==> src/rtl/click_detector_if.sv <==
// Press-strobe input and click-event outputs of the click detector.
// The producer of the strobe takes the master side; the detector takes the slave side.
interface click_detector_if #(
    parameter int MAX_CLICKS = 3
) ();
    localparam int CW = $clog2(MAX_CLICKS + 1);

    logic          key_pressed_stb_i;
    logic [CW-1:0] click_cnt_o;
    logic          click_valid_o;
    logic          busy_o;

    modport master (
        output key_pressed_stb_i,
        input  click_cnt_o,
        input  click_valid_o,
        input  busy_o
    );

    modport slave (
        input  key_pressed_stb_i,
        output click_cnt_o,
        output click_valid_o,
        output busy_o
    );
endinterface

==> src/rtl/click_detector.sv <==
// Groups debounced key-press strobes that arrive within a window into one click event
// and reports the number of presses in the group.
module click_detector #(
    parameter int CLK_FREQ_MHZ = 150,
    parameter int WINDOW_US    = 300000,
    parameter int MAX_CLICKS   = 3
) (
    input  logic             clk_i,
    input  logic             arstn_i,
    click_detector_if.slave  bus
);
    localparam int WINDOW_CYC = CLK_FREQ_MHZ * WINDOW_US;
    localparam int TW         = $clog2(WINDOW_CYC);
    localparam int CW         = $clog2(MAX_CLICKS + 1);

    typedef enum logic {
        ST_IDLE,
        ST_WAIT
    } state_t;

    state_t        state_q, state_d;
    logic [CW-1:0] cnt_q, cnt_d;
    logic [TW-1:0] timer_q, timer_d;
    logic [CW-1:0] click_cnt_q, click_cnt_d;
    logic          click_valid_q, click_valid_d;
    logic          busy_q, busy_d;

    always_comb begin
        state_d       = state_q;
        cnt_d         = cnt_q;
        timer_d       = timer_q;
        click_cnt_d   = click_cnt_q;
        click_valid_d = 1'b0;
        busy_d        = busy_q;
        case (state_q)
            ST_IDLE: begin
                if (bus.key_pressed_stb_i) begin
                    state_d = ST_WAIT;
                    cnt_d   = CW'(1);
                    timer_d = '0;
                    busy_d  = 1'b1;
                end
            end
            ST_WAIT: begin
                // A strobe always beats a simultaneous window expiry.
                if (bus.key_pressed_stb_i) begin
                    if (cnt_q + CW'(1) == CW'(MAX_CLICKS)) begin
                        click_cnt_d   = CW'(MAX_CLICKS);
                        click_valid_d = 1'b1;
                        state_d       = ST_IDLE;
                        cnt_d         = '0;
                        timer_d       = '0;
                        busy_d        = 1'b0;
                    end else begin
                        cnt_d   = cnt_q + CW'(1);
                        timer_d = '0;
                    end
                end else if (timer_q == TW'(WINDOW_CYC - 1)) begin
                    click_cnt_d   = cnt_q;
                    click_valid_d = 1'b1;
                    state_d       = ST_IDLE;
                    cnt_d         = '0;
                    timer_d       = '0;
                    busy_d        = 1'b0;
                end else begin
                    timer_d = timer_q + TW'(1);
                end
            end
            default: begin
                state_d = ST_IDLE;
                cnt_d   = '0;
                timer_d = '0;
                busy_d  = 1'b0;
            end
        endcase
    end

    always_ff @(posedge clk_i or negedge arstn_i) begin
        if (!arstn_i) begin
            state_q       <= ST_IDLE;
            cnt_q         <= '0;
            timer_q       <= '0;
            click_cnt_q   <= '0;
            click_valid_q <= 1'b0;
            busy_q        <= 1'b0;
        end else begin
            state_q       <= state_d;
            cnt_q         <= cnt_d;
            timer_q       <= timer_d;
            click_cnt_q   <= click_cnt_d;
            click_valid_q <= click_valid_d;
            busy_q        <= busy_d;
        end
    end

    assign bus.click_cnt_o   = click_cnt_q;
    assign bus.click_valid_o = click_valid_q;
    assign bus.busy_o        = busy_q;
endmodule

==> src/flat_wrapper.sv <==
// flat-port wrapper written by rule: the top's interface ports become plain ports
module click_detector_flat 
#(
    parameter int CLK_FREQ_MHZ = 150,
    parameter int WINDOW_US    = 300000,
    parameter int MAX_CLICKS   = 3
)
  (clk_i, arstn_i, bus_key_pressed_stb_i, bus_click_cnt_o, bus_click_valid_o, bus_busy_o);
  click_detector_if #(.MAX_CLICKS(MAX_CLICKS)) bus_i ();
  input  logic clk_i;
  input  logic arstn_i;
  input wire logic [$bits(bus_i.key_pressed_stb_i)-1:0] bus_key_pressed_stb_i;
  output wire logic [$bits(bus_i.click_cnt_o)-1:0] bus_click_cnt_o;
  output wire logic [$bits(bus_i.click_valid_o)-1:0] bus_click_valid_o;
  output wire logic [$bits(bus_i.busy_o)-1:0] bus_busy_o;
  assign bus_i.key_pressed_stb_i = bus_key_pressed_stb_i;
  assign bus_click_cnt_o = bus_i.click_cnt_o;
  assign bus_click_valid_o = bus_i.click_valid_o;
  assign bus_busy_o = bus_i.busy_o;
  click_detector #(.CLK_FREQ_MHZ(CLK_FREQ_MHZ), .WINDOW_US(WINDOW_US), .MAX_CLICKS(MAX_CLICKS)) u_core (.clk_i(clk_i), .arstn_i(arstn_i), .bus(bus_i));
endmodule
==> config.mk <==
export PLATFORM = sky130hd
export DESIGN_NAME = click_detector_flat
export DESIGN_NICKNAME = d
export VERILOG_FILES = /design/src/rtl/click_detector_if.sv /design/src/rtl/click_detector.sv /design/src/flat_wrapper.sv
export SDC_FILE = /design/constraint.sdc
export NUM_CORES = 1
export LEC_CHECK = 0
export ABC_AREA = 1
export CORE_ASPECT_RATIO = 0.8
export CORE_MARGIN = 3
export CORE_UTILIZATION = 50
export CTS_CLUSTER_DIAMETER = 40
export CTS_CLUSTER_SIZE = 40
export DETAILED_ROUTE_END_ITERATION = 10
export HOLD_SLACK_MARGIN = 0.15
export PLACE_DENSITY_LB_ADDON = 0.12
export SYNTH_ARGS = -nofsm -noshare
export SYNTH_HDL_FRONTEND = slang
export SYNTH_SLANG_ARGS = --single-unit
==> constraint.sdc <==
create_clock -name clk_i -period 2.1 [get_ports clk_i]
set_clock_uncertainty 0.1 [all_clocks]
set_input_delay 0.63 -clock clk_i [delete_from_list [all_inputs] [get_ports clk_i]]
set_output_delay 0.63 -clock clk_i [all_outputs]
set_load 0.03 [all_outputs]
# Yosys cells after proc, flatten, opt, wreduce, memory -nomap -nowiden
# Index checks and enable logic that the tools add are counted.
[totals]
reg_bits = 33
wordCells = 45
in_bits = 3
[classes]
add_sub_neg = 2
eq_ne = 6
muxes = 26
n_bitwise = 1
reduce_logical = 4
[op_table]
columns = ["operator", "count"]
rows = [
  ["$mux 26", 3],
  ["$pmux 26 s2", 1],
  ["$add 26x1->26 const B", 1],
  ["$eq 26x26->1 const B", 1],
  ["$mux 2", 7],
  ["$mux 1", 12],
  ["$ne 3x3->1 const B", 2],
  ["$reduce_and 3->1", 2],
  ["$pmux 1 s2", 2],
  ["$pmux 2 s2", 1],
  ["$add 2x1->2 const B", 1],
  ["$eq 2x2->1 const B", 1],
  ["$ne 2x1->1 const B", 1],
  ["$ne 2x2->1 const B", 1],
  ["$reduce_and 2->1", 1],
  ["$reduce_bool 2->1", 1],
  ["$not 1->1", 1],
]

# Logic depth before layout (Yosys ltp)
# Gate-level depths: netlist of the first run.
[logic_depth]
ltp_word = 5
depth_mapped = 10
depth_no_buf = 10

# Least setup slack after synthesis of the first run
# No wires, ideal clock.
[synth_timing]
path_kind = "reg2reg"
start = "register u_core.timer_q[0]"
end = "register u_core.click_cnt_q[0], in the netlist u_core.bus.click_cnt_o[0]"
path_stages_with_launch = 11
required_time_ps = 1882
slack_ps = 530
t_arrival_ps = 1353
setup_time_ps = 118
path_buffers = 0
path_cell_list = "dfrtp_1 ha_1 nand2_1 nor2_1 nand2_1 nor2_2 nand2_2 nand2_2 nand3_2 nand2_1 nand2_1"
[synth_via]
elab_chain_cells = 3
[synth_rtl]
columns = ["item", "line", "source"]
rows = [
  ["from (decl)", "click_detector.sv:23", "logic [TW-1:0] timer_q, timer_d;"],
  ["from (signal assigned)", "click_detector.sv:89", "timer_q <= timer_d;"],
  ["$eq 26x26->1", "click_detector.sv:58", "end else if (timer_q == TW'(WINDOW_CYC - 1)) begin"],
  ["$reduce_bool 2->1 (no line)", "-", ""],
  ["$reduce_and 3->1 (no line)", "-", ""],
  ["to (signal assigned)", "click_detector.sv:90", "click_cnt_q <= click_cnt_d;"],
  ["to (decl)", "click_detector.sv:24", "logic [CW-1:0] click_cnt_q, click_cnt_d;"],
]
# Every way passes these cells.
# A chain may end at the register's enable or synchronous reset.

# Worst setup path after layout of the first run
[layout_timing]
start = "register u_core.click_cnt_q[0], in the netlist u_core.bus.click_cnt_o[0]"
end = "output port bus_click_cnt_o[0]"
[layout_lines]
columns = ["item", "line", "source"]
rows = [
  ["to (decl)", "flat_wrapper.sv:13", "output wire logic [$bits(bus_i.click_cnt_o)-1:0] bus_click_cnt_o;"],
]
# No word-level cell between the ends.

==> metrics.cfg, run 1 <==
[yosys]
synthTopCellsByArea=dfrtp_1 (39%), nand2_1 (20%), nor2_1 (6.8%), inv_1 (6.3%), nand4_1 (3.8%)
syn-num-nets=318
synth_top_area_share_pct=38.6
synth_compound_area_share_pct=7.07
synth_cell_type_count=25
yosys.area.top_type=dfrtp_1
synth_top_family_by_area=simple AND/OR/NAND/NOR gates
synth_xor_area_share_pct=4.50
synth.area.mux_share_pct=0
netlist_instances=314
yosysSeqAreaShare_pct=38.6
yosys.area_share.simple_pct=41.4
synth-seq-cells=33
synthAdderAreaFrac_pct=0.584
ys_warn_count=0
netlist_area_um2=2140
syn_area_per_cell_um2=6.82

[run_status]
outcome=completed

[routing]
dr.pass1.iters=4
drcViolationCount=0
vias_per_cell=5.01
ant_nets=0
drtIter0Drc=113
vias=1928
routed_wirelength_um=5000
wire_per_inst_um=13.0

[timing]
max_clock_freq_mhz=489
layout_min_cycle_time_ns=2.04
tns_ns=0
hold_ws_ns=0.374
slew-limit-headroom_pct=71.0
tightest_slew_ns=0.435
setup_viol=0
finalHoldViolations=0
rsz0062_at_grt=false
drv_slew=0
post-route-period-util_pct=97.3

[cells_and_area]
syn_to_final_growth_pct=13.2
final_cells=385
final_common_cell=nand2_1
layout-drive-gt1-share_pct=10.3
nets=333
utilization_pct=61.3
diodes=0
most-common-layout-cells=nand2_1 (116), nor2_1 (39), inv_1 (36)
nFillCells=401

[cts]
cts_tree=done
cts_sinks=33
path_clk_slew_ns=0.07
ctsHoldBuffers=0
clockBufferDepth=2
root_buffer=clkbuf_8
htree_num_levels=2
clk_latency_ns=0.30
cts_buffers=5

[worst_setup_path]
cp_top_family=buffers and inverters
end_kind=primary output
cp.required_ns=1.37
crit_chain=clkdlybuf4s50_1
worst_r2r_endpoint=u_core.bus.click_cnt_o[0]
reg2reg_depth=10
regToRegSetupSlack_ns=0.26
slowest_delay_ns=0.67
setup.worst_path.start_class=register
arrival_ns=1.31
worstReg2RegStart=u_core.timer_q[0]
crit_type=reg -> out
path_buf_inv=1
cpMaxStageDelayCell=clkdlybuf4s50_1
crit_fanout=2

[place]
io_buffers=6
placed_cells=377
gp_congestion=0.873
hpwl_um=3730

[flow_run]
cap_violations=0

[global_route]
grt_usage_pct=21.6
antenna_found_initial=0
grt_overflow=0
grt_pass1_vias=1757
grt_pass1_wl_um=8400
grt_max_degree=34

[min_path]
whs_path_depth=2
worstHoldStart=u_core.bus.busy_o
hold_class=reg -> reg
hold_end=u_core.bus.busy_o

[floorplanning]
dieArea_um2=5110
die_h_um=64.5
core_area_um2=3950
die_w_um=79.2
core.rowCount=20
ios=7
initial_core_util_pct=54.2

[pwr]
ir_drop_uv=500
p_per_area_nw_per_um2=717
p_leak_uw=0.00105

## final cells by class
type / count / area (µm²) / area share (%)
sequential: 33 / 826 / 34.1
multi-input combinational: 239 / 1150 / 47.3
clock inverter: 2 / 37.5 / 1.55
tap: 55 / 68.8 / 2.84
timing repair buffer: 12 / 120 / 4.95
clock buffer: 6 / 82.6 / 3.41
inverter: 38 / 143 / 5.88
## synthesized netlist by cell type (all sizes together)
cell and count:
nand2 121, nor2 49, inv 38, dfrtp 33
nand3 16, nand4 13, o21ai 13, o22ai 11
xor2 9, a21oi 2, buf 2, clkbuf 2
xnor2 2, ha 1, nor3b 1, o21bai 1
## per-layer routing
metal / global-route usage (%) / up-vias / routed length, µm
met5: 0 / - / 0
met4: 6.44 / 0 / 50
met3: 5.42 / 4 / 239
met2: 31.3 / 36 / 2110
met1: 31.5 / 867 / 2600
li1: - / 1021 / -
## cells by family (layout without fill, tap and decap cells)
logic type / Yosys count / in the layout
simple gates: 200 / 200
buf+inv: 42 / 58
compound gates: 27 / 27
xor+xnor: 11 / 11
fa+ha+maj: 1 / 1
flops: 33 / 33
## registers in the layout, summed over array words and instances, names as in the netlist
register	cells
u_core.bus.click_valid_o	1
u_core.timer_q	26
u_core.bus.click_cnt_o	2
u_core.cnt_q	2
u_core.state_q	1
u_core.bus.busy_o	1
## how the worst max path moves through the flow
| stage | start | to | slack, ns | depth (start not counted) |
|---|---|---|---|---|
| finish | u_core.bus.click_cnt_o[0] | bus_click_cnt_o[0] | 0.06 | 1 |
| global route | u_core.bus.click_cnt_o[0] | bus_click_cnt_o[0] | 0.005 | 1 |
| CTS | u_core.bus.click_cnt_o[1] | bus_click_cnt_o[1] | 0.04 | 1 |
| detailed placement | bus_key_pressed_stb_i | u_core.bus.click_cnt_o[0] | 0.09 | 7 |
| global placement | bus_key_pressed_stb_i | u_core.bus.click_cnt_o[0] | 0.11 | 7 |
| floorplan | u_core.timer_q[0] | u_core.bus.click_cnt_o[0] | 0.53 | 10 |
## report_power, final
part | switching (µW) | internal (µW) | total (µW) | leakage [µW]
Sequential | 59.3 | 697 | 757 | 0.000446
Clock | 250 | 386 | 636 | 0.0000574
Combinational | 218 | 130 | 347 | 0.000545
Total | 527 | 1210 | 1740 | 0.00105
## through the flow
stage	total power [µW]	worst slack (ns)	instance area, µm²
floorplan	970	0.530	2140
global placement	1120	0.111	2300
detailed placement	1120	0.0901	2300
CTS	1750	0.0356	2420
global route	1830	0.00530	2420
finish	1740	0.0570	2420
## timing repair
item | 4_1_cts | 5_1_grt
resized for setup | 0 | 1
endpoints found under the setup margin | 0 | 1
setup buffers | 0 | 0
(Power assumes the default switching activity.)
==> run 2: changes to the inputs <==
- ABC_CLOCK_PERIOD_IN_PS: default -> 2100
- CORE_MARGIN: 3 -> 1.5
- SETUP_SLACK_MARGIN: default -> 0.4
==> metrics.cfg, run 2 (synthesis results as in run 1) <==
[cells_and_area]
most-common-layout-cells=nand2_1 (113), nor2_1 (33), inv_1 (28)
nFillCells=400
diodes=0
largest_register_ffs=26
syn_to_final_growth_pct=21.7
regMostFlops=u_core.timer_q
layout-drive-gt1-share_pct=23.6
final_common_cell=nand2_1
design_area_um2=2610
nets=350

[cts]
cts_tree=done
htree_num_levels=2
path_clk_slew_ns=0.07
root_buffer=clkbuf_8
cts_buffers=5
clk_latency_ns=0.29
cts_sinks=33
clockBufferDepth=2

[flow_run]
cap_violations=0

[place]
gp_congestion=0.831
hpwl_um=3670
io_buffers=6
place_ws_ns=0.0534
place_area_um2=2300

[timing]
hold_ws_ns=0.371
slew-limit-headroom_pct=73.3
finalHoldViolations=0
tns_ns=0
post-route-period-util_pct=80.0
setup_viol=0
drv_slew=0
max_clock_freq_mhz=595
tightest_slew_ns=0.401
layout_min_cycle_time_ns=1.68
rsz0062_at_grt=true
fin_ws_ns=0.420

[worst_setup_path]
cpMaxStageDelayCell=dfrtp_1
regToRegSetupSlack_ns=0.42
path_buf_inv=1
setup.worst_path.start_class=register
end_kind=register
cp.required_ns=2.18
crit_type=reg -> reg
cp_top_family=simple AND/OR/NAND/NOR gates
crit_chain=ha_2, nand2_4, nor2_4, nand2_4, buf_4, xor2_1, o21ai_1
slowest_delay_ns=0.38
path_common_cell=nand2_4
crit_fanout=8
arrival_ns=1.76

[global_route]
grt_overflow=0
antenna_found_initial=0
grt_max_degree=34
grt_usage_pct=24.0
grt_pass1_wl_um=8440
grt_pass1_vias=1777

[routing]
routed_wirelength_um=5350
dr_wl_met3_um=250
met2_wirelength_um=2310
ant_nets=0
dr.pass1.iters=5
vias_per_cell=5.10
wl_met1_um=2720
vias=2060
wire_per_inst_um=13.2
drcViolationCount=0
drtIter0Drc=174
highest_layer=met4

[run_status]
outcome=completed

[floorplanning]
ios=7
initial_core_util_pct=51.6
die_w_um=76.2
core.rowCount=21
core_area_um2=4150
dieArea_um2=4690
die_h_um=61.5

[min_path]
hold_class=reg -> reg

[pwr]
p_leak_uw=0.00115
total_power_uw=1640
p_per_area_nw_per_um2=627
ir_drop_uv=532

run 2: changes by cell type in the layout (fill, tap and decap cells not counted), sizes merged:
cell           before  now
buf                 6   26
bufinv              1    0
clkbuf              6    7
clkdlybuf4s15       0    1
clkdlybuf4s50       5    1
clkinv              0    1
inv                38   37
run 2: per-layer routing:
metal  vias to the layer above  global-route usage, %
met5                         -                      0
met4                         0                   12.2
met3                         5                   5.04
met2                        44                   35.3
met1                       951                   34.1
li1                       1060                      -
run 2: area by class of cell:
cell class,instances,area (µm²),area share [%]
sequential,33,836,32.1
clock inverter,1,5.00,0.192
clock buffer,7,96.3,3.70
inverter,38,149,5.71
multi-input combinational,239,1200,46.1
tap,57,71.3,2.74
timing repair buffer,29,246,9.46
run 2: per-stage QoR:
stage          utilization [%]  std cells
2_1_floorplan                -        314
3_3_place_gp              55.3        378
3_5_place_dp              55.3        378
4_1_cts                   58.6        388
5_1_grt                   62.8        404
6_report                  62.8        404
run 2: path summary, 6_finish.rpt:
kind,startpoint,endpoint,cells after the start
worst max register to register,u_core.timer_q[1],u_core.timer_q[8],7
min in group asynchronous,arstn_i,u_core.timer_q[8],2
worst min-delay path,u_core.bus.click_cnt_o[0],u_core.bus.click_cnt_o[0],2
worst max-delay path,u_core.timer_q[1],u_core.timer_q[8],7
max in group asynchronous,arstn_i,u_core.timer_q[15],2
worst min register to register,u_core.bus.click_cnt_o[0],u_core.bus.click_cnt_o[0],2
run 2: worst reg2reg max path, stage by stage (launching register included):
cell     delay [ns]
dfrtp_1        0.38
ha_2           0.22
nand2_4        0.07
nor2_4         0.28
nand2_4        0.13
buf_4          0.15
xor2_1         0.15
o21ai_1        0.09
run 2: where the power goes:
part	switching, µW	internal [µW]
sequential	55.6	698
clock	246	296
combinational	226	114
total	527	1110
run 2: timing repair:
| item | 4_1_cts | 5_1_grt |
|---|---|---|
| setup buffers | 2 | 16 |
| hold buffers | 0 | 0 |
| resized for setup | 17 | 41 |
| hold endpoints to repair | 0 | 0 |
| endpoints found under the setup margin | 35 | 35 |
| pin swaps | 2 | 13 |
==> run 3: changes to the inputs <==
- ABC_CLOCK_PERIOD_IN_PS: 2100 -> 1400
- clock period: 2.1 -> 1.4 ns (I/O delays scaled with it)
==> metrics.cfg, run 3 (synthesis results as in run 1) <==
[worst_setup_path]
regToRegSetupSlack_ns=-0.25
slowest_delay_ns=0.36
critPathLaunch=u_core.timer_q[1]
crit_fanout=6
setup.worst_path.start_class=register
path_common_cell=nor2_2
crit_chain=ha_2, nand2_2, nor2_4, buf_6, nand3_2, nor2_2, nor2_2, nand4_1, nand2_1
reg2reg_depth=9
worst_r2r_endpoint=u_core.timer_q[25]
cp.required_ns=1.48
crit_type=reg -> reg
crit_end=u_core.timer_q[25]
cpMaxStageDelayCell=dfrtp_1
worstReg2RegStart=u_core.timer_q[1]
end_kind=register
arrival_ns=1.73

[cells_and_area]
design_area_um2=2960
multiInputGateArea_um2=1210
regArea_um2=831
nFillCells=356
regMostFlops=u_core.timer_q
syn_to_final_growth_pct=38.2
layout-drive-gt1-share_pct=31.2
largest_register_ffs=26
nets=397
diodes=0
final_common_cell=nand2_1
most-common-layout-cells=nand2_1 (113), buf_4 (66), inv_1 (34), nor2_1 (34), dfrtp_1 (29)

[cts]
root_buffer=clkbuf_8
clockBufferDepth=2
cts_tree=done
clk_latency_ns=0.30
cts_sinks=33
path_clk_slew_ns=0.08
cts_buffers=5
htree_num_levels=2

[routing]
routed_wirelength_um=5810
ant_nets=0
drcViolationCount=0
dr.pass1.iters=4
wire_per_inst_um=12.9
drtIter0Drc=235
vias=2217
vias_per_cell=4.92

[floorplanning]
initial_core_util_pct=51.6
die_w_um=76.2
die_h_um=61.5
core_area_um2=4150
ios=7
core.rowCount=21
dieArea_um2=4690

[global_route]
grt_overflow=0
grt_pass1_vias=2095
grt_max_degree=34
grt_pass1_wl_um=9720
grt_usage_pct=27.7
antenna_found_initial=0

[timing]
slew-limit-headroom_pct=82.4
layout_min_cycle_time_ns=1.65
rsz0062_at_grt=true
fin_ws_ns=-0.248
hold_ws_ns=0.381
setup_viol=33
tns_ns=-6.37
drv_slew=0
tightest_slew_ns=0.262
post-route-period-util_pct=118
max_clock_freq_mhz=607
finalHoldViolations=0

[run_status]
outcome=finished, violations left
violations=setup timing

[place]
place_area_um2=2730
hpwl_um=4260
gp_congestion=0.886
io_buffers=6
place_ws_ns=-0.352

[pwr]
ir_drop_uv=902
p_leak_uw=0.00136
p_per_area_nw_per_um2=854

[flow_run]
cap_violations=0

[min_path]
hold_class=in -> async

-- run 3: cell count changes in the layout (fill, tap and decap cells not counted), sizes merged --
| cell | before | now |
|---|---|---|
| clkbuf | 7 | 5 |
| buf | 26 | 74 |
| clkinv | 1 | 2 |
| dlymetal6s2s | 1 | 0 |
| clkdlybuf4s15 | 1 | 0 |
| clkdlybuf4s50 | 1 | 2 |
| inv | 37 | 38 |
-- run 3: area by class of cell --
cell class                 count  area share (%)
inverter                      38            4.82
sequential                    33            28.1
tap                           57            2.41
clock inverter                 3           0.592
timing repair buffer          76            20.8
multi-input combinational    239            41.0
clock buffer                   5            2.32
-- run 3: report_power, final --
group | internal (µW) | total (µW) | switching, µW | leakage [µW]
clock network | 343 | 729 | 386 | 0.0000439
logic | 275 | 667 | 392 | 0.000872
registers | 1050 | 1130 | 77.3 | 0.000441
-- run 3: worst min path at each step --
| stage | slack [ns] | startpoint | depth (start not counted) | to |
|---|---|---|---|---|
| finish | 0.38 | arstn_i | 2 | u_core.timer_q[6] |
| global placement | 0.36 | u_core.bus.busy_o | 2 | u_core.bus.busy_o |
| floorplan | 0.02 | arstn_i | 0 | u_core.bus.busy_o |
| global route | 0.41 | arstn_i | 2 | u_core.timer_q[12] |
| CTS | 0.39 | arstn_i | 2 | u_core.timer_q[6] |
| detailed placement | 0.37 | u_core.bus.busy_o | 2 | u_core.bus.busy_o |
-- run 3: critical path, delay by kind of cell, from the launching register on --
kind | cells | cell delay (ns)
buffers and inverters | 1 | 0.14
adder cells (fa/ha/maj) | 1 | 0.20
AND/OR/NAND/NOR | 7 | 0.73
flip-flops | 1 | 0.36
-- run 3: what timing repair did --
item	in CTS	in global routing
setup buffers	5	2
gates cloned	1	0
gates resized for setup	21	8
setup endpoints to repair	37	37
hold buffers	0	0
pin swaps	5	9
-- run 3: metal layers --
metal | share of wire [%] | GRT usage (%)
met1 | 47 | 36.5
met2 | 46 | 48.4
met3 | 5.7 | 4.00
met4 | 1.4 | 9.79
met5 | 0 | 0
-- run 3: per-stage QoR --
step           cells  util (%)  total power, µW
2_1_floorplan    314         -             1470
6_report         451      71.3             2530
5_1_grt          451      71.3             2640
4_1_cts          449      70.5             2530
3_5_place_dp     435      65.7             1720
3_3_place_gp     435      65.7             1720
